`src/rtl/apb_capture_fifo.sv`:
```
// Capture FIFO between the sample generator and the CPU's APB3 bus.
// Samples are captured while armed; the CPU pops them through DATA and controls capture through CTRL.
module apb_capture_fifo #(
  parameter int DEPTH = 256,
  parameter int AW    = 16
) (
  input  logic          clk,
  input  logic          rst_h,
  input  logic          in_valid,
  input  logic [7:0]    in_data,
  output logic          full,
  input  logic          psel,
  input  logic          penable,
  input  logic [AW-1:0] paddr,
  input  logic          pwrite,
  input  logic [31:0]   pwdata,
  output logic [31:0]   prdata,
  output logic          pready,
  output logic          pslverr
);

  localparam int PW = $clog2(DEPTH);
  localparam int CW = PW + 1;

  logic [7:0]    mem_q [DEPTH];
  logic [PW-1:0] wptr_q, wptr_d, rptr_q, rptr_d;
  logic [CW-1:0] count_q, count_d;
  logic          armed_q, armed_d, done_q, done_d, ovf_q, ovf_d;
  logic [31:0]   prdata_q, prdata_d;
  logic          pready_q, pready_d, pslverr_q, pslverr_d;
  logic          empty, access, push, pop, ctrl_wr;
  logic [31:0]   status;
  logic          unused_bits;

  assign unused_bits = ^{pwdata[31:2], paddr[AW-1:4], paddr[1:0]};

  always_comb begin
    full    = (count_q == CW'(DEPTH));
    empty   = (count_q == '0);
    status  = {16'b0, 11'(count_q), 1'b0, ovf_q, done_q, full, empty};
    // The access phase is taken only once; the registered pready blocks re-entry.
    access  = psel & penable & ~pready_q;
    pready_d  = access;
    prdata_d  = '0;
    pslverr_d = 1'b0;
    pop       = 1'b0;
    ctrl_wr   = 1'b0;
    if (access) begin
      unique case (paddr[3:2])
        2'd0: begin
          if (!pwrite && !empty) begin
            prdata_d = {24'b0, mem_q[rptr_q]};
            pop      = 1'b1;
          end else begin
            pslverr_d = 1'b1;
          end
        end
        2'd1: begin
          if (!pwrite) prdata_d = status;
          else         pslverr_d = 1'b1;
        end
        2'd2: begin
          if (pwrite) ctrl_wr = 1'b1;
          else        pslverr_d = 1'b1;
        end
        default: pslverr_d = 1'b1;
      endcase
    end

    push    = armed_q & in_valid & ~full;
    wptr_d  = push ? wptr_q + PW'(1) : wptr_q;
    rptr_d  = pop  ? rptr_q + PW'(1) : rptr_q;
    count_d = count_q;
    unique case ({push, pop})
      2'b10:   count_d = count_q + CW'(1);
      2'b01:   count_d = count_q - CW'(1);
      default: count_d = count_q;
    endcase
    armed_d = armed_q;
    done_d  = done_q;
    ovf_d   = ovf_q | (in_valid & full);
    // One-shot: the push that fills the buffer ends the capture.
    if (push && !pop && count_q == CW'(DEPTH - 1)) begin
      armed_d = 1'b0;
      done_d  = 1'b1;
    end

    if (ctrl_wr) begin
      if (pwdata[1]) begin
        wptr_d  = '0;
        rptr_d  = '0;
        count_d = '0;
        armed_d = 1'b0;
        done_d  = 1'b0;
        ovf_d   = 1'b0;
      end else if (pwdata[0]) begin
        armed_d = 1'b1;
        done_d  = 1'b0;
      end
    end
  end

  always_ff @(posedge clk) begin
    if (rst_h) begin
      wptr_q    <= '0;
      rptr_q    <= '0;
      count_q   <= '0;
      armed_q   <= 1'b0;
      done_q    <= 1'b0;
      ovf_q     <= 1'b0;
      prdata_q  <= '0;
      pready_q  <= 1'b0;
      pslverr_q <= 1'b0;
    end else begin
      wptr_q    <= wptr_d;
      rptr_q    <= rptr_d;
      count_q   <= count_d;
      armed_q   <= armed_d;
      done_q    <= done_d;
      ovf_q     <= ovf_d;
      prdata_q  <= prdata_d;
      pready_q  <= pready_d;
      pslverr_q <= pslverr_d;
    end
  end

  always_ff @(posedge clk) begin
    if (push) mem_q[wptr_q] <= in_data;
  end

  assign prdata  = prdata_q;
  assign pready  = pready_q;
  assign pslverr = pslverr_q;

endmodule
```
`config.mk`:
```
export PLATFORM = sky130hd
export DESIGN_NAME = apb_capture_fifo
export DESIGN_NICKNAME = d
export VERILOG_FILES = /design/src/rtl/apb_capture_fifo.sv
export SDC_FILE = /design/constraint.sdc
export NUM_CORES = 2
export LEC_CHECK = 0
export ABC_AREA = 1
export BUFFER_PORTS_ARGS = -buffer_cell sky130_fd_sc_hd__buf_2
export CAP_MARGIN = 20
export CORE_ASPECT_RATIO = 0.7
export CORE_MARGIN = 2
export CORE_UTILIZATION = 40
export CTS_CLUSTER_DIAMETER = 100
export DETAILED_ROUTE_END_ITERATION = 6
export SLEW_MARGIN = 10
export SYNTH_ARGS = -nofsm -noshare
export SYNTH_HDL_FRONTEND = slang
export SYNTH_SLANG_ARGS = --single-unit
```
`constraint.sdc`:
```
create_clock -name clk -period 3.52 [get_ports clk]
set_input_delay 0.352 -clock clk [delete_from_list [all_inputs] [get_ports clk]]
set_output_delay 0.352 -clock clk [all_outputs]
set_load 0.01 [all_outputs]
```
# Word level (Yosys, flattened, before mapping)

Memory sizes are Yosys's and may differ from the RTL's. A register that Yosys moved wholly into a read port is not among the register bits.
Cells that the tools add are included.
Widths: inputs -> output; s select.

Bits in registers: 62
RAM bits: 2048
Input bits: 62
Output and inout port bits: 35
Logic and storage cells: 72
Memories: 1

Add/sub/neg operators: 4
Equality and inequality tests: 6
Mux-type cells: 34
Bitwise operators: 9
Reduce and logical (&&, ||, !) cells: 9

Memories:

| memory | depth | width | read ports | clocked after Yosys merged registers in | wr ports | line | source |
|---|---|---|---|---|---|---|---|
| mem_q  | 256   | 8     | 1          | 1                                       | 1        | 25   | `logic [7:0] mem_q [DEPTH];` |

Operators with widths:

| cell                | number |
|---|---|
| $mux 8              | 8 |
| $pmux 14 s2         | 1 |
| $mux 1              | 20 |
| $mux 9              | 2 |
| $pmux 9 s2          | 1 |
| $add 8x1->8 const B | 2 |
| $mux 14             | 1 |
| $add 9x1->9 const B | 1 |
| $eq 9x8->1 const B  | 1 |
| $eq 9x9->1 const B  | 1 |
| $logic_not 9->1     | 1 |
| $sub 9x1->9 const B | 1 |
| $and 1x1->1         | 5 |
| $eq 2x1->1 const B  | 2 |
| $eq 2x2->1 const B  | 2 |
| $logic_and 1x1->1   | 3 |
| $logic_not 1->1     | 3 |
| $not 1->1           | 3 |
| $pmux 1 s3          | 1 |
| $logic_not 2->1     | 1 |
| $reduce_or 2->1     | 1 |
| $or 1x1->1          | 1 |

# Depth between registers and ports, before layout

Depth in word-level cells: 13
Mapped depth: 25
Mapped depth without buffers: 24

# Worst setup path after synthesis

Ideal clock, no wire load.

Path kind: register -> register
Start: reg count_q[1]
End: reg count_q[6]
Setup time: 0.115 ns
Arrival time: 2.788 ns
Data required time: 3.405 ns
Path slack: 0.616 ns
Cell stages (with the launch flop): 25
Buffers on the path: 1
Clock period less this slack: 2.904 ns
Path through: dfxtp_1 -> inv_2 -> nand4_1 -> nor2_1 -> nand2_1 -> nand3_1 -> nor2_4 -> nand2_1 -> inv_2 -> ha_1 -> buf_2 -> xor2_1 -> ha_1 -> a21oi_1 -> inv_1 -> nand2_1 -> nand2_1 -> nand2_1 -> nand2_1 -> nand2_1 -> a21oi_1 -> nor2_1 -> xor2_1 -> o21ai_0 -> inv_1

Longest elaborated chain between the ends: 10
Elaborated cells on any way between the ends: 16
Those cells by class: 2 x add/sub; 3 x eq/ne; 6 x mux; 2 x bitwise; 3 x reduce/logical

Ends and longest elaborated chain:

| item                                     | line | source |
|---|---|---|
| start: declaration                       | 27   | `logic [CW-1:0] count_q, count_d;` |
| start signal: assignment                 | 117  | `count_q <= count_d;` |
| $logic_not 9->1                          | 39   | `empty = (count_q == '0);` |
| $logic_not 1->1                          | 51   | `if (!pwrite && !empty) begin` |
| $logic_and 1x1->1                        | 51   |  |
| $mux 1                                   | 51   |  |
| $mux 1                                   | 49   | `unique case (paddr[3:2])` |
| $mux 1                                   | 48   | `if (access) begin` |
| $eq 2x1->1 or $eq 2x2->1 (tied branches) | 74   | `unique case ({push, pop})` |
| $pmux 9 s2 *                             | 74   |  |
| $mux 9                                   | 89   | `if (pwdata[1]) begin` |
| $mux 9 *                                 | 88   | `if (ctrl_wr) begin` |

Mark *: on every way between the ends. The rest lies on a longest branch, timed or not.
A chain may end at the register's enable or synchronous reset.

# Worst setup path in the final report

Start: reg count_q[5]
End: mem mem_q[193][3] (enable)

Longest elaborated chain between the ends: 5

Ends and longest elaborated chain:

| item                         | line | source |
|---|---|---|
| $eq 9x9->1                   | 38   | `full = (count_q == CW'(DEPTH));` |
| $not 1->1                    | 70   | `push = armed_q & in_valid & ~full;` |
| $and 1x1->1                  | 70   |  |
| $mux 1                       | 128  | `if (push) mem_q[wptr_q] <= in_data;` |
| $mux 1 (implied by the code) | 128  |  |
| end: declaration             | 25   |  |

No other way between the ends.

==> metrics.yaml <==
yosys-top-cells-area: "edfxtp_1 (70%), nand2_1 (7.7%), nor2_1 (6.0%)"
cts-htree-levels: 4
cts_sinks: 2092
setup_viol: 0
clk_pin_slew_ps: 60
cp.arrival_ps: 3750
portBuffers: 34
place_area_sq_um: 91800
via_per_inst: 5.33
antenna_left: 0
crit_required_ps: 3980
crit_family: "simple AND/OR/NAND/NOR gates"
path_common_cell: "inv_2"
worst_slew_pin_slew_ps: 1110
status: "complete, but fails checks"
place.gp.congestion: 0.937
drt-initial-drc-count: 7562
dp_hpwl_mm: 147
drc: 4
endpoint_kind: "flop"
endpoint: "mem_q[193][3]"
worstPathMaxFanout: 16
slowest_delay_ps: 520
fp.coreArea_sq_um: 217000
path_cells: "inv_1 -> nand4_1 -> nor2_2 -> inv_2 -> nor2_1 -> inv_2 -> nand3_4 -> buf_4 -> inv_2 -> nand4_1 -> buf_4 -> nor2_1"
reg2reg_to: "mem_q[193][3]"
grt_overflow: 0
setup_tns_ps: 0
rsz0062_at_grt: "false"
rows: 143
cts_made_buffers: 197
crit_type: "reg -> reg"
synth_top_area_share_pct: 70.4
yosysSeqAreaShare_pct: 71.4
period_needed_ps: 3290
syn_to_final_growth_pct: 12.0
post_cts_buffers: 0
path_depth: 12
clk_latency_ps: 840
cts_tree: "done"
first_global_vias: 54400
final_cell_area_sq_um: 97900
worstReg2RegStart: "count_q[5]"
critical_path_buf_inv_count: 6
grt_pass1_wl_mm: 357
yosysWarnings: 0
vias: 58400
post_synth_num_cell_types: 45
ff2ff_path_depth: 12
max_freq_mhz: 304
rrSetupSlack_ps: 230
dieArea_sq_um: 222000
die_h_microns: 395
hold_path.class: "in -> reg"
start_util_pct: 40.3
num-nets-final: 7990
peakVddDrop_uv: 420
synth_edf_count: 2048
wl_per_cell_microns: 22.1
finClkSkew_ps: 35.3
synthCells: 7829
ys_seq_elements: 2092
slew_headroom_pct: 25.7
power_density_nw_per_um2: 492
io_pins: 97
synth.largest_area_cell: "edfxtp_1"
syn_area_sq_um: 87400
startpoint: "count_q[5]"
maxCapViolCount: 0
hold_viol: 0
post-route-period-util_pct: 93.5
syn_area_per_cell_sq_um: 11.2
routed_wl_mm: 242
drtPass1Iterations: 7
drive_above_1_share_pct: 7.84
drv_slew: 0
clockRootBuffer: "clkbuf_16"
violations: "DRC"
track_usage_pct: 21.3
startpoint_type: "flop"
ctsLongestPathBuffers: 4
grt_max_degree: 132
synth-async-reset-ratio_pct: 0
ys.flop_type: "edfxtp_1"
p_leak_nw: 35.3
slowest_stage: "nand4_1"
antenna_found_initial: 6
die_w_microns: 563
hold_ws_ps: 58.8
==> repair_timing <==
item | CTS | global route
setup endpoints to repair | 0 | 39
resized for setup | 0 | 8
hold buffers | 16 | 0
endpoints found under the hold margin | 144 | 0
==> state kept, by name, summed over array words and instances, names as in the netlist <==
register / count
pready: 1
prdata: 14
count_q: 9
rptr_q: 8
done_q: 1
pslverr: 1
mem_q: 2048
ovf_q: 1
wptr_q: 8
armed_q: 1
==> layer usage <==
metal	wire length [microns]	vias to the layer above	share of wire, %	track usage [%]
met4	5850	2	2.4	5.26
met1	110000	28700	45	32.8
li1	-	26900	-	-
met2	102000	2516	42	30.5
met5	13	-	0.0054	0
met3	24300	341	10	4.67
==> cell type report <==
cell class,instances,area [sq um]
fill,19700,119000
sequential,2092,62400
multi-input combinational,4819,20800
clock buffer,255,5170
tap,2900,3630
timing repair buffer,359,3490
inverter,449,1710
clock inverter,86,661
antenna,2,5.00
==> where the power goes <==
part / internal [mW] / leakage, nW / total [mW] / switching (mW)
Combinational: 0.122 / 13.7 / 0.720 / 0.597
Clock: 11.0 / 2.84 / 20.1 / 9.14
Sequential: 27.3 / 18.8 / 27.3 / 0.00292
Total: 38.4 / 35.3 / 48.1 / 9.74
==> cell usage after synthesis (5+ instances only) <==
master and number:
edfxtp_1 2048, nand2_1 1798, nor2_1 1387, o21ai_0 564, nand3_1 555, inv_1 436
clkbuf_1 168, buf_2 153, o21ai_1 131, o211ai_1 122, a21oi_1 121, buf_4 81
dfxtp_1 44, buf_1 41, buf_6 39, o22ai_1 31, xor2_1 15, nor3_1 14
nand4_1 11, ha_1 10, inv_2 9, or2_2 5
==> stage by stage <==
step           utilization (%)  total power [mW]  std cells  setup slack [ps]
3_5_place_dp              42.3              28.6      10600               195
2_1_floorplan                -              28.0       7846               616
6_report                  45.1              48.1      11000               230
5_1_grt                   45.1              49.4      11000              27.5
3_3_place_gp              42.3              28.5      10600               171
4_1_cts                   45.1              48.4      11000               159
==> how the worst min path moves through the flow <==
| stage | depth (start not counted) | start | end | slack, ps |
|---|---|---|---|---|
| 5_1_grt | 1 | in_data[0] | mem_q[142][0] | 50 |
| 4_1_cts | 1 | in_data[0] | mem_q[142][0] | 20 |
| 3_5_place_dp | 2 | ovf_q | ovf_q | 440 |
| 6_report | 1 | in_data[2] | mem_q[81][2] | 60 |
| 3_3_place_gp | 2 | ovf_q | ovf_q | 440 |
| 2_1_floorplan | 2 | ovf_q | ovf_q | 430 |
==> layout by cell type (no fill, tap or decap), drive strengths merged, types with 72 or more instances in the layout <==
master	netlist	routed
a21oi	123	123
buf	318	343
clkbuf	168	255
clkinv	4	72
edfxtp	2048	2048
inv	445	452
nand2	1798	1798
nand3	559	559
nor2	1390	1390
o211ai	122	122
o21ai	695	695
==> cell families (layout without fill, tap and decap cells) <==
kind of cell,after synthesis,in the layout,synth area share [%]
buf+inv,935,1149,4.98
other cells,1,20,0.00429
flops,2092,2092,71.4
fa+ha+maj,10,10,0.143
simple gates,3789,3789,17.3
xor+xnor,18,18,0.180
compound gates,984,984,6.07
Note: power is estimated with default switching activity, not from simulation.
